`config.mk`:
```
export PLATFORM = sky130hd
export DESIGN_NAME = mesh_loader
export DESIGN_NICKNAME = d
export VERILOG_FILES = /design/src/rtl/subsurf_pkg.sv /design/src/rtl/mesh_loader.sv
export SDC_FILE = /design/constraint.sdc
export NUM_CORES = 1
export LEC_CHECK = 0
export ABC_AREA = 1
export CAP_MARGIN = 10
export CORE_MARGIN = 2
export CORE_UTILIZATION = 50
export DETAILED_ROUTE_END_ITERATION = 8
export PLACE_DENSITY = 0.8
export SYNTH_ARGS = -nofsm -noshare
export SYNTH_HDL_FRONTEND = slang
export SYNTH_SLANG_ARGS = --single-unit
```
`constraint.sdc`:
```
create_clock -name clk -period 4.8 [get_ports clk]
set_clock_uncertainty 0.15 [all_clocks]
set_input_delay 1.2 -clock clk [delete_from_list [all_inputs] [get_ports clk]]
set_output_delay 1.2 -clock clk [all_outputs]
set_load 0.02 [all_outputs]
```
`src/rtl/subsurf_pkg.sv`:
```
// Shared types and constants for the mesh loader: FSM states, default sizes
// and the header field layout of the upstream object stream.
package subsurf_pkg;

  typedef enum logic [2:0] {
    IDLE,
    LOAD,
    KICK,
    WAIT_BUSY,
    WAIT_DONE
  } state_e;

  localparam int DEPTH_DEF        = 512;
  localparam int KICK_TIMEOUT_DEF = 16;

  localparam int ADDR_W = 9;
  localparam int CNT_W  = 10;
  localparam int TMO_W  = 5;

  localparam int HDR_N_LSB = 0;
  localparam int HDR_N_W   = 10;

  function automatic logic hdr_len_ok(input logic [HDR_N_W-1:0] n, input int depth);
    return (n != '0) && (int'(n) <= depth);
  endfunction

endpackage

```
`src/rtl/mesh_loader.sv`:
```
// Streams a header plus N payload words into the object RAM (one registered write per beat),
// then kicks the subdivision top and waits for it; s_ready is low from the final write onward.
module mesh_loader
  import subsurf_pkg::*;
#(
  parameter int DEPTH        = DEPTH_DEF,
  parameter int KICK_TIMEOUT = KICK_TIMEOUT_DEF
) (
  input  logic              clk,
  input  logic              rst_n,
  input  logic              s_valid,
  input  logic [31:0]       s_data,
  output logic              s_ready,
  output logic              ram_en,
  output logic [ADDR_W-1:0] ram_a,
  output logic [3:0]        ram_we,
  output logic [31:0]       ram_di,
  output logic              ss_start,
  input  logic              ss_busy,
  output logic              done,
  output logic              err,
  output logic [CNT_W-1:0]  loaded
);

  state_e             state_q, state_d;
  logic [CNT_W-1:0]   n_q, n_d;
  logic [CNT_W-1:0]   cnt_q, cnt_d;
  logic [CNT_W-1:0]   loaded_q, loaded_d;
  logic [TMO_W-1:0]   tmo_q, tmo_d;
  logic               alive_q;
  logic               ram_en_q, ram_en_d;
  logic [3:0]         ram_we_q, ram_we_d;
  logic [ADDR_W-1:0]  ram_a_q, ram_a_d;
  logic [31:0]        ram_di_q, ram_di_d;
  logic               done_q, done_d;
  logic               err_q, err_d;
  logic               beat;
  logic [HDR_N_W-1:0] hdr_n;

  // alive_q holds s_ready low through reset and for the cycle it is released
  assign s_ready  = alive_q && (state_q == IDLE || state_q == LOAD);
  assign ss_start = (state_q == KICK);
  assign beat     = s_valid && s_ready;
  assign hdr_n    = s_data[HDR_N_LSB +: HDR_N_W];

  assign ram_en = ram_en_q;
  assign ram_we = ram_we_q;
  assign ram_a  = ram_a_q;
  assign ram_di = ram_di_q;
  assign done   = done_q;
  assign err    = err_q;
  assign loaded = loaded_q;

  always_ff @(posedge clk or negedge rst_n) begin
    if (!rst_n) begin
      state_q  <= IDLE;
      n_q      <= '0;
      cnt_q    <= '0;
      loaded_q <= '0;
      tmo_q    <= '0;
      alive_q  <= 1'b0;
      ram_en_q <= 1'b0;
      ram_we_q <= 4'h0;
      ram_a_q  <= '0;
      ram_di_q <= '0;
      done_q   <= 1'b0;
      err_q    <= 1'b0;
    end else begin
      state_q  <= state_d;
      n_q      <= n_d;
      cnt_q    <= cnt_d;
      loaded_q <= loaded_d;
      tmo_q    <= tmo_d;
      alive_q  <= 1'b1;
      ram_en_q <= ram_en_d;
      ram_we_q <= ram_we_d;
      ram_a_q  <= ram_a_d;
      ram_di_q <= ram_di_d;
      done_q   <= done_d;
      err_q    <= err_d;
    end
  end

  always_comb begin
    state_d  = state_q;
    n_d      = n_q;
    cnt_d    = cnt_q;
    loaded_d = loaded_q;
    tmo_d    = tmo_q;
    ram_en_d = 1'b0;
    ram_we_d = 4'h0;
    ram_a_d  = ram_a_q;
    ram_di_d = ram_di_q;
    done_d   = 1'b0;
    err_d    = 1'b0;
    case (state_q)
      IDLE: begin
        if (beat) begin
          if (hdr_len_ok(hdr_n, DEPTH)) begin
            n_d      = hdr_n;
            cnt_d    = '0;
            loaded_d = '0;
            state_d  = LOAD;
          end else begin
            err_d = 1'b1;
          end
        end
      end
      LOAD: begin
        if (beat) begin
          ram_en_d = 1'b1;
          ram_we_d = 4'hF;
          ram_a_d  = cnt_q[ADDR_W-1:0];
          ram_di_d = s_data;
          loaded_d = loaded_q + 1'b1;
          cnt_d    = cnt_q + 1'b1;
          if (cnt_q == n_q - 1'b1) state_d = KICK;
        end
      end
      KICK: begin
        tmo_d   = '0;
        state_d = WAIT_BUSY;
      end
      WAIT_BUSY: begin
        if (ss_busy) begin
          state_d = WAIT_DONE;
        end else begin
          if (tmo_q != '1) tmo_d = tmo_q + 1'b1;
          // tmo_q counts from the first WAIT_BUSY cycle; err lands KICK_TIMEOUT cycles after ss_start
          if (int'(tmo_q) + 2 >= KICK_TIMEOUT) begin
            err_d   = 1'b1;
            state_d = IDLE;
          end
        end
      end
      WAIT_DONE: begin
        if (!ss_busy) begin
          done_d  = 1'b1;
          state_d = IDLE;
        end
      end
      default: state_d = IDLE;
    endcase
  end

endmodule

```
======== Yosys cells after proc, flatten, opt, wreduce, memory -nomap -nowiden ========
Index checks and enable logic that the tools add are counted.
W data, S select, Z words.
storage, ports and cells
  bits in registers ....................... 87
  input port bits ......................... 36
  output and inout bits ................... 60
  word-level logic and storage cells ...... 74
cells by class
  add/subtract/negate cells ............... 5
  $lt $le $gt $ge ......................... 2
  eq/ne operators ......................... 14
  mux-type cells .......................... 28
  reduce and logical (&&, ||, !) cells .... 13
operator list
  cell                     count
  $mux W10                 4
  $pmux W10 S2             2
  $mux W3                  7
  $add A10 B1 Y10 const B  2
  $pmux W3 S5              1
  $eq A10 B10 Y1           1
  $le A10 B10 Y1 const B   1
  $mux W5                  2
  $ne A2 B2 Y1 const B     5
  $pmux W5 S2              1
  $reduce_bool A10 Y1      1
  $sub A10 B1 Y10 const B  1
  $mux W1                  8
  $mux W4                  2
  $add A5 B2 Y6 const B    1
  $eq A3 B2 Y1 const B     2
  $ge A6 B5 Y1 const B     1
  $reduce_and A3 Y1        2
  $reduce_and A6 Y1        1
  $add A5 B1 Y5 const B    1
  $ne A5 B5 Y1 const B     1
  $ne A2 B1 Y1 const B     2
  $reduce_and A4 Y1        1
  $reduce_bool A2 Y1       2
  8 further kinds          10

======== Depth between registers and ports, before layout ========
Gate-level depths: netlist of the first run.
  depth in word-level cells ............... 6
  gate-level depth with buffers ........... 15
  depth with buffers taken out ............ 14

======== Worst setup path before layout of the first run ========
No wires, ideal clock.
  path kind ............................... input -> register
  start point ............................. input port s_data[6]
  end point ............................... register cnt_q[2]
  setup time .............................. 0.117 ns
  arrival time ............................ 2.151 ns
  required time ........................... 4.533 ns
  path slack .............................. 2.382 ns
  stages .................................. 11
  path buffers ............................ 0
  cells stage by stage .................... inv_1 nand3_1 nor2_2 xor2_1 nand2_1 nand2_4 inv_4 nand2_2 nand2_1 nand2_1 nor2_1
between the ends
  longest elaborated chain between the ends .. 4
  elaborated cells on any way between the ends .. 5
  those cells by class .................... 1 x order compare; 1 x eq/ne; 3 x reduce/logical
RTL lines
  item                                                          line               source
  start, declared                                               mesh_loader.sv:12  input logic [31:0] s_data,
  $le A10 B10 Y1 / $reduce_bool A10 Y1 (equally long branches)  subsurf_pkg.sv:24  return (n != '0) && (int'(n) <= depth);
  $logic_and A1 B1 Y1 (*)                                       subsurf_pkg.sv:24
  $ne A2 B1 Y1 (no line) (*)                                    n/a
  $reduce_and A4 Y1 (no line) (*)                               n/a
  end signal, assigned                                          mesh_loader.sv:71  cnt_q <= cnt_d;
  end, declared                                                 mesh_loader.sv:27  logic [CNT_W-1:0] cnt_q, cnt_d;
Mark *: on every way between the ends. The rest lies on a longest branch, timed or not.
A chain may end at the register's enable or synchronous reset.

======== Worst setup path after layout of the first run ========
  start point ............................. register state_q[2]
  end point ............................... output port ss_start
between the ends
  longest elaborated chain between the ends .. 1
RTL lines
  item                    line               source
  start, declared         mesh_loader.sv:25  state_e state_q, state_d;
  start signal, assigned  mesh_loader.sv:69  state_q <= state_d;
  $eq A3 B2 Y1            mesh_loader.sv:42  assign ss_start = (state_q == KICK);
  end, declared           mesh_loader.sv:18  output logic ss_start,
Every way passes these cells.

==> results.sh, run 1 <==
export IMPL_first_iter_violations=200
export IMPL_ctsLongestPathBuffers=2
export IMPL_post_route_drc_count=0
export IMPL_io_pins=96
export IMPL_core_area_um2=7810
export IMPL_drt_first_pass_iters=4
export IMPL_critical_path_max_fanout=4
export IMPL_yosysWarningCount=0
export IMPL_start_util_pct=52.4
export IMPL_crit_type="reg2out"
export IMPL_routed_wire_length_per_instance_um=13.4
export IMPL_path_cells="or2_4 -> nor2_1 -> clkdlybuf4s50_1"
export IMPL_synth_seq_area_share_pct=50.8
export IMPL_synth_async_reset_ratio_pct=100
export IMPL_hpwl_um=6630
export IMPL_timing_max_cap_violations=0
export IMPL_synth_seq_cells=83
export IMPL_ys_flop_type="sky130_fd_sc_hd__dfrtp_1"
export IMPL_synth_xor_area_share_pct=3.64
export IMPL_rsz0062_at_grt="false"
export IMPL_setup_tns_ps=0
export IMPL_grt_overall_usage_pct=21.6
export IMPL_global_route_overflow_total=0
export IMPL_fin_nets=626
export IMPL_synth_edff_count=0
export IMPL_yosys_area_share_adder_pct=1.53
export IMPL_rows=32
export IMPL_drive_above_1_share_pct=7.63
export IMPL_timing_final_crit_period_ps=3250
export IMPL_combinational_family_with_the_most_area_after_synthesis="simple AND/OR/NAND/NOR gates"
export IMPL_final_setup_viol_count=0
export IMPL_p_int_uw=1810
export IMPL_post_cts_setup_buffer_count=0
export IMPL_routed_via_count=3524
export IMPL_finalCoreUtilization_pct=67.5
export IMPL_synth_simple_gate_area_share_pct=28.8
export IMPL_synthDominantAreaCellType="sky130_fd_sc_hd__dfrtp_1"
export IMPL_ys_types=36
export IMPL_root_buffer="sky130_fd_sc_hd__clkbuf_8"
export IMPL_critical_path_max_stage_delay_ps=650
export IMPL_growth_of_design_area_from_synthesis_to_finish_pct=28.8
export IMPL_grt_max_degree=84
export IMPL_grt_antenna_before_repair=0
export IMPL_tritoncts="done"
export IMPL_hold_violations=0
export IMPL_compound_cell_area_share_of_the_yosys_netlist_pct=8.23
export IMPL_most_frequent_standard_cell_in_the_layout_excluding_fill_and_tap_cells="sky130_fd_sc_hd__nand2_1"
export IMPL_antenna_cells_inserted=0
export IMPL_clkSlewWorstSetupHoldPaths_ps=80
export IMPL_synth_top_cells_by_area="sky130_fd_sc_hd__dfrtp_1, sky130_fd_sc_hd__nand2_1, sky130_fd_sc_hd__inv_1, sky130_fd_sc_hd__nand3_1, sky130_fd_sc_hd__xor2_1"
export IMPL_timing_final_crit_share_pct=67.8
export IMPL_syn_mean_instance_area_um2=8.24
export IMPL_max_clock_freq_mhz=307
export IMPL_placedInstanceArea_um2=5060
export IMPL_pwr_density_cell_nw_per_um2=574
export IMPL_cts_htree_levels=3
export IMPL_worst_pin_slew_ps=1030
export IMPL_synth_mux_area_fraction_pct=0
export IMPL_clock_latency_ps=350
export IMPL_numCtsBuffers=9
export IMPL_total_leakage_power_uw=0.00248
export IMPL_post_cts_hold_buffer_count=0
export IMPL_fp_dieW_um=94.4
export IMPL_fin_area_um2=5270
export IMPL_first_global_vias=3341
export IMPL_cts_resized=0
export IMPL_max_slew_margin_rel_pct=31.2
export IMPL_final_cell_mix="sky130_fd_sc_hd__nand2_1, sky130_fd_sc_hd__clkdlybuf4s50_1, sky130_fd_sc_hd__dfrtp_1"
export IMPL_power_switching_uw=1220
export IMPL_gp_congestion=0.842
export IMPL_sequentialPowerShare_pct=37.6
export IMPL_netlist_instances=496
export IMPL_slew_viol_final=0
export IMPL_worstPathRequired_ps=3450
export IMPL_power_clock_fraction_pct=17.7
export IMPL_antenna_left=0
export IMPL_netlist_area_leader_share_pct=50.8
export IMPL_detail_route_vias_per_cell=5.09
export IMPL_routed_wl_um=9290
export IMPL_crit_path_start_kind="register"
export IMPL_syn_num_nets=537
export IMPL_cp_end_kind="output port"
export IMPL_run_status="finished, final reports clean"
export IMPL_grt_pass1_wl_um=15100
export IMPL_max_vdd_ir_drop_v=0.000361
export IMPL_synth_area_um2=4090
export IMPL_switching_share_pct=40.2
export IMPL_crit_path_top_delay_cell="sky130_fd_sc_hd__clkdlybuf4s50_1"
export IMPL_combinational_share_of_power_pct=44.7
export IMPL_critPathArrivalTime_ps=1900
export IMPL_numClockSinks=83
export IMPL_hold_path_class="reg2reg"
export IMPL_die_area_um2=8910
export IMPL_port_buffers=95
export IMPL_floorplan_die_height_um=94.4
==> power groups by stage <==
stage | sequential [uW] | clock, uW | combinational (uW)
after floorplan | 1320 | 0 | 636
after global placement | 1140 | 0 | 1320
after detailed placement | 1150 | 0 | 1360
after CTS | 1140 | 552 | 1360
after global routing | 1170 | 571 | 1490
final | 1140 | 535 | 1350
==> metrics by stage <==
step                      power (uW)  std cells  hold WS (ps)  setup WS (ps)
after floorplan                 1960        496           322           2380
after global placement          2470        676           304           1410
after detailed placement        2510        676           309           1340
after CTS                       3050        692           328           1530
after global routing            3240        692           356           1460
final                           3030        692           322           1550
==> cell type report <==
class                           instances  area, um2
Inverter                               46        175
Multi-Input combinational cell        350       1730
Sequential cell                        83       2080
Fill cell                             641       2540
Tap cell                              102        128
Clock inverter                          5       77.6
Timing Repair Buffer                   95        948
Clock buffer                           11        131
==> sequential cells by signal, indices dropped and copies added (netlist names) <==
name and count:
alive_q 1, cnt_q 10, done 1, err 1
loaded 10, n_q 10, ram_a 9, ram_di 32
ram_we 1, state_q 3, tmo_q 5
==> routing by layer <==
metal,part of all wire (%),wire length (um),vias to the layer above,track usage [%]
met5,0,0,-,0
met4,2.3,209,0,8.82
met3,4.2,392,19,4.55
met2,49,4510,81,35.4
met1,45,4170,1672,28.1
li1,-,-,1752,-
==> cell usage after synthesis (2+ instances only) <==
cell	instances
sky130_fd_sc_hd__nand2_1	171
sky130_fd_sc_hd__ha_1	5
sky130_fd_sc_hd__dfrtp_1	83
sky130_fd_sc_hd__buf_2	7
sky130_fd_sc_hd__buf_6	2
sky130_fd_sc_hd__nand3_1	29
sky130_fd_sc_hd__buf_4	5
sky130_fd_sc_hd__xor2_1	15
sky130_fd_sc_hd__inv_2	5
sky130_fd_sc_hd__o21ai_2	6
sky130_fd_sc_hd__o21ai_1	21
sky130_fd_sc_hd__o21ai_0	15
sky130_fd_sc_hd__a21oi_1	3
sky130_fd_sc_hd__nor2_2	5
sky130_fd_sc_hd__nand4_1	5
sky130_fd_sc_hd__nand2_2	4
sky130_fd_sc_hd__nor2_1	32
sky130_fd_sc_hd__nand3b_1	2
sky130_fd_sc_hd__o31ai_1	7
sky130_fd_sc_hd__clkbuf_1	3
sky130_fd_sc_hd__nor2_4	5
sky130_fd_sc_hd__nor3_1	8
sky130_fd_sc_hd__nor4_1	4
sky130_fd_sc_hd__xnor2_1	2
sky130_fd_sc_hd__or2_1	2
sky130_fd_sc_hd__inv_1	40
==> critical path: cells and delay by family, from the launching register on <==
| family | cells | cell delay, ps |
|---|---|---|
| flops | 1 | 420 |
| buf+inv | 1 | 650 |
| simple gates | 2 | 490 |
==> kinds of logic (layout without fill, tap and decap cells) <==
logic type / Yosys count / in the layout
and+or+nand+nor: 271 / 271
DFF: 83 / 83
buffers and inverters: 63 / 157
AOI/OAI and AO/OA: 56 / 56
xor gates and xnor gates: 17 / 17
adders and majority gates: 5 / 5
other: 1 / 1
==> final timing paths <==
check / start / to / slack [ps] / cells after the start
setup / recovery: state_q[2]$_DFFE_PN0P_ / ss_start / 1550 / 3
hold / removal: ram_di[28]$_DFFE_PN0P_ / ram_di[28]$_DFFE_PN0P_ / 320 / 2
setup reg to reg: state_q[2]$_DFFE_PN0P_ / ram_di[2]$_DFFE_PN0P_ / 2340 / 8
hold reg to reg: ram_di[28]$_DFFE_PN0P_ / ram_di[28]$_DFFE_PN0P_ / 320 / 2
max in group asynchronous: rst_n / n_q[3]$_DFFE_PN0P_ / 2960 / 1
min in group asynchronous: rst_n / loaded[9]$_DFFE_PN0P_ / 870 / 1
(Power assumes the default switching activity.)
==> run 2, diff against run 1 <==
--- a/config.mk
+++ b/config.mk
@@ -8,9 +8,9 @@
 export ABC_AREA = 1
 export CAP_MARGIN = 10
 export CORE_MARGIN = 2
-export CORE_UTILIZATION = 50
+export CORE_UTILIZATION = 45
 export DETAILED_ROUTE_END_ITERATION = 8
-export PLACE_DENSITY = 0.8
+export PLACE_DENSITY = 0.76
 export SYNTH_ARGS = -nofsm -noshare
 export SYNTH_HDL_FRONTEND = slang
 export SYNTH_SLANG_ARGS = --single-unit
==> constraint.sdc (replaced) <==
create_clock -name clk -period 2.7 [get_ports clk]
set_clock_uncertainty 0.15 [all_clocks]
set_input_delay 0.675 -clock clk [delete_from_list [all_inputs] [get_ports clk]]
set_output_delay 0.675 -clock clk [all_outputs]
set_load 0.02 [all_outputs]
==> results.sh, run 2 (synthesis results as in run 1) <==
export IMPL_global_route_usage_met2_pct=33.9
export IMPL_post_route_drc_count=0
export IMPL_slew_viol_final=0
export IMPL_combinational_share_of_power_pct=44.4
export IMPL_timing_final_crit_share_pct=92.4
export IMPL_p_int_uw=3290
export IMPL_gp_congestion=0.918
export IMPL_worst_pin_slew_ps=981
export IMPL_timing_max_cap_violations=0
export IMPL_grt_max_degree=62
export IMPL_clkSlewWorstSetupHoldPaths_ps=90
export IMPL_routed_via_count=3524
export IMPL_setup_tns_ps=0
export IMPL_fin_nets=632
export IMPL_numCtsBuffers=9
export IMPL_antenna_cells_inserted=0
export IMPL_port_buffers=95
export IMPL_post_cts_hold_buffer_count=0
export IMPL_global_route_usage_met1_pct=26.3
export IMPL_ctsLongestPathBuffers=2
export IMPL_top_usage_layer="met2"
export IMPL_core_area_um2=8760
export IMPL_total_leakage_power_uw=0.00253
export IMPL_grt_pass1_wl_um=16100
export IMPL_routed_wire_length_per_instance_um=13.6
export IMPL_max_clock_freq_mhz=401
export IMPL_critPathArrivalTime_ps=1670
export IMPL_crit_path_start_kind="register"
export IMPL_start_util_pct=46.6
export IMPL_timing_final_crit_period_ps=2500
export IMPL_growth_of_design_area_from_synthesis_to_finish_pct=31.2
export IMPL_hpwl_um=7000
export IMPL_timing_reg2reg_setup_slack_ps=540
export IMPL_pwr_density_cell_nw_per_um2=1020
export IMPL_first_global_vias=3501
export IMPL_numClockSinks=83
export IMPL_final_cell_mix="sky130_fd_sc_hd__nand2_1, sky130_fd_sc_hd__clkdlybuf4s50_1, sky130_fd_sc_hd__dfrtp_1"
export IMPL_max_vdd_ir_drop_v=0.000501
export IMPL_rsz0062_at_grt="false"
export IMPL_cts_htree_levels=3
export IMPL_cp_end_kind="output port"
export IMPL_most_frequent_standard_cell_in_the_layout_excluding_fill_and_tap_cells="sky130_fd_sc_hd__nand2_1"
export IMPL_root_buffer="sky130_fd_sc_hd__clkbuf_8"
export IMPL_floorplan_die_height_um=99.3
export IMPL_grt_overall_usage_pct=20.2
export IMPL_detail_route_vias_per_cell=5.01
export IMPL_max_slew_margin_rel_pct=34.6
export IMPL_drive_above_1_share_pct=8.72
export IMPL_post_cts_setup_buffer_count=0
export IMPL_antenna_left=0
export IMPL_critical_path_max_fanout=4
export IMPL_run_status="finished, final reports clean"
export IMPL_worstPathRequired_ps=1880
export IMPL_die_area_um2=9860
export IMPL_worst_r2r_endpoint="tmo_q[2]$_DFFE_PN0P_"
export IMPL_switching_share_pct=39.9
export IMPL_global_route_overflow_total=0
export IMPL_first_iter_violations=160
export IMPL_rows=34
export IMPL_drt_first_pass_iters=4
export IMPL_sequentialPowerShare_pct=37.1
export IMPL_final_setup_viol_count=0
export IMPL_io_pins=96
export IMPL_grt_util_met3_pct=4.29
export IMPL_rr_startpoint="tmo_q[0]$_DFFE_PN0P_"
export IMPL_grt_antenna_before_repair=0
export IMPL_tritoncts="done"
export IMPL_worst_r2r_cell_count=10
export IMPL_clock_latency_ps=350
export IMPL_largest_register_ffs=32
export IMPL_power_clock_fraction_pct=18.5
export IMPL_crit_type="reg2out"
export IMPL_final_fill_count=784
export IMPL_finalCoreUtilization_pct=61.2
export IMPL_hold_violations=0
export IMPL_routed_wl_um=9570
export IMPL_power_switching_uw=2180
export IMPL_hold_path_class="in2async"
export IMPL_fp_dieW_um=99.3
==> run 2: power by group through the flow <==
stage | clock network [uW] | logic (uW) | registers (uW)
global route | 1080 | 2690 | 2100
finish | 1010 | 2430 | 2030
global placement | 0 | 2380 | 2030
floorplan | 0 | 1130 | 2350
detailed placement | 0 | 2440 | 2050
CTS | 1030 | 2450 | 2030
==> run 2: cell type report <==
cell class,instances,area [um2],share of cell area (%)
Sequential cell,83,2080,38.7
Multi-Input combinational cell,350,1730,32.3
Timing Repair Buffer,101,1020,19.0
Inverter,46,175,3.27
Clock buffer,12,155,2.89
Tap cell,108,135,2.52
Clock inverter,4,72.6,1.35
==> run 2: worst max-delay path by stage <==
stage                                start               endpoint  cells past startpoint
floorplan             tmo_q[0]$_DFFE_PN0P_   tmo_q[2]$_DFFE_PN0P_                     10
global placement                 s_data[3]  loaded[8]$_DFFE_PN0P_                     10
detailed placement               s_data[5]  loaded[5]$_DFFE_PN0P_                     10
CTS                 state_q[2]$_DFFE_PN0P_                s_ready                      4
global route        state_q[2]$_DFFE_PN0P_                s_ready                      4
finish              state_q[2]$_DFFE_PN0P_                s_ready                      4
==> run 2: timing repair <==
action,CTS,global route
setup endpoints to repair,1,0
gates resized for setup,1,0
hold endpoints to repair,0,0
==> run 2: metrics by stage <==
| stage | setup slack (ps) | std cells | instance area, um2 | power [uW] | hold WS [ps] |
|---|---|---|---|---|---|
| after floorplan | 705 | 496 | 4090 | 3480 | 229 |
| after global placement | 101 | 688 | 5130 | 4410 | 303 |
| after detailed placement | 18.8 | 688 | 5130 | 4500 | 307 |
| after CTS | 184 | 704 | 5360 | 5510 | 138 |
| after global routing | 123 | 704 | 5360 | 5870 | 146 |
| final | 205 | 704 | 5360 | 5470 | 126 |
==> run 2: per-layer routing <==
layer  part of all wire [%]  up-vias  wire, um
met3                    4.1       11       391
met1                     45     1662      4310
met4                    1.1        0       107
met2                     50       79      4770
li1                       -     1772         -
met5                      0        -         0
==> run 2: worst max-delay path: stages (launching register included) <==
cell	delay (ps)
sky130_fd_sc_hd__dfrtp_1	420
sky130_fd_sc_hd__nor2_2	120
sky130_fd_sc_hd__inv_2	80
sky130_fd_sc_hd__nor2_4	90
sky130_fd_sc_hd__clkdlybuf4s50_1	610
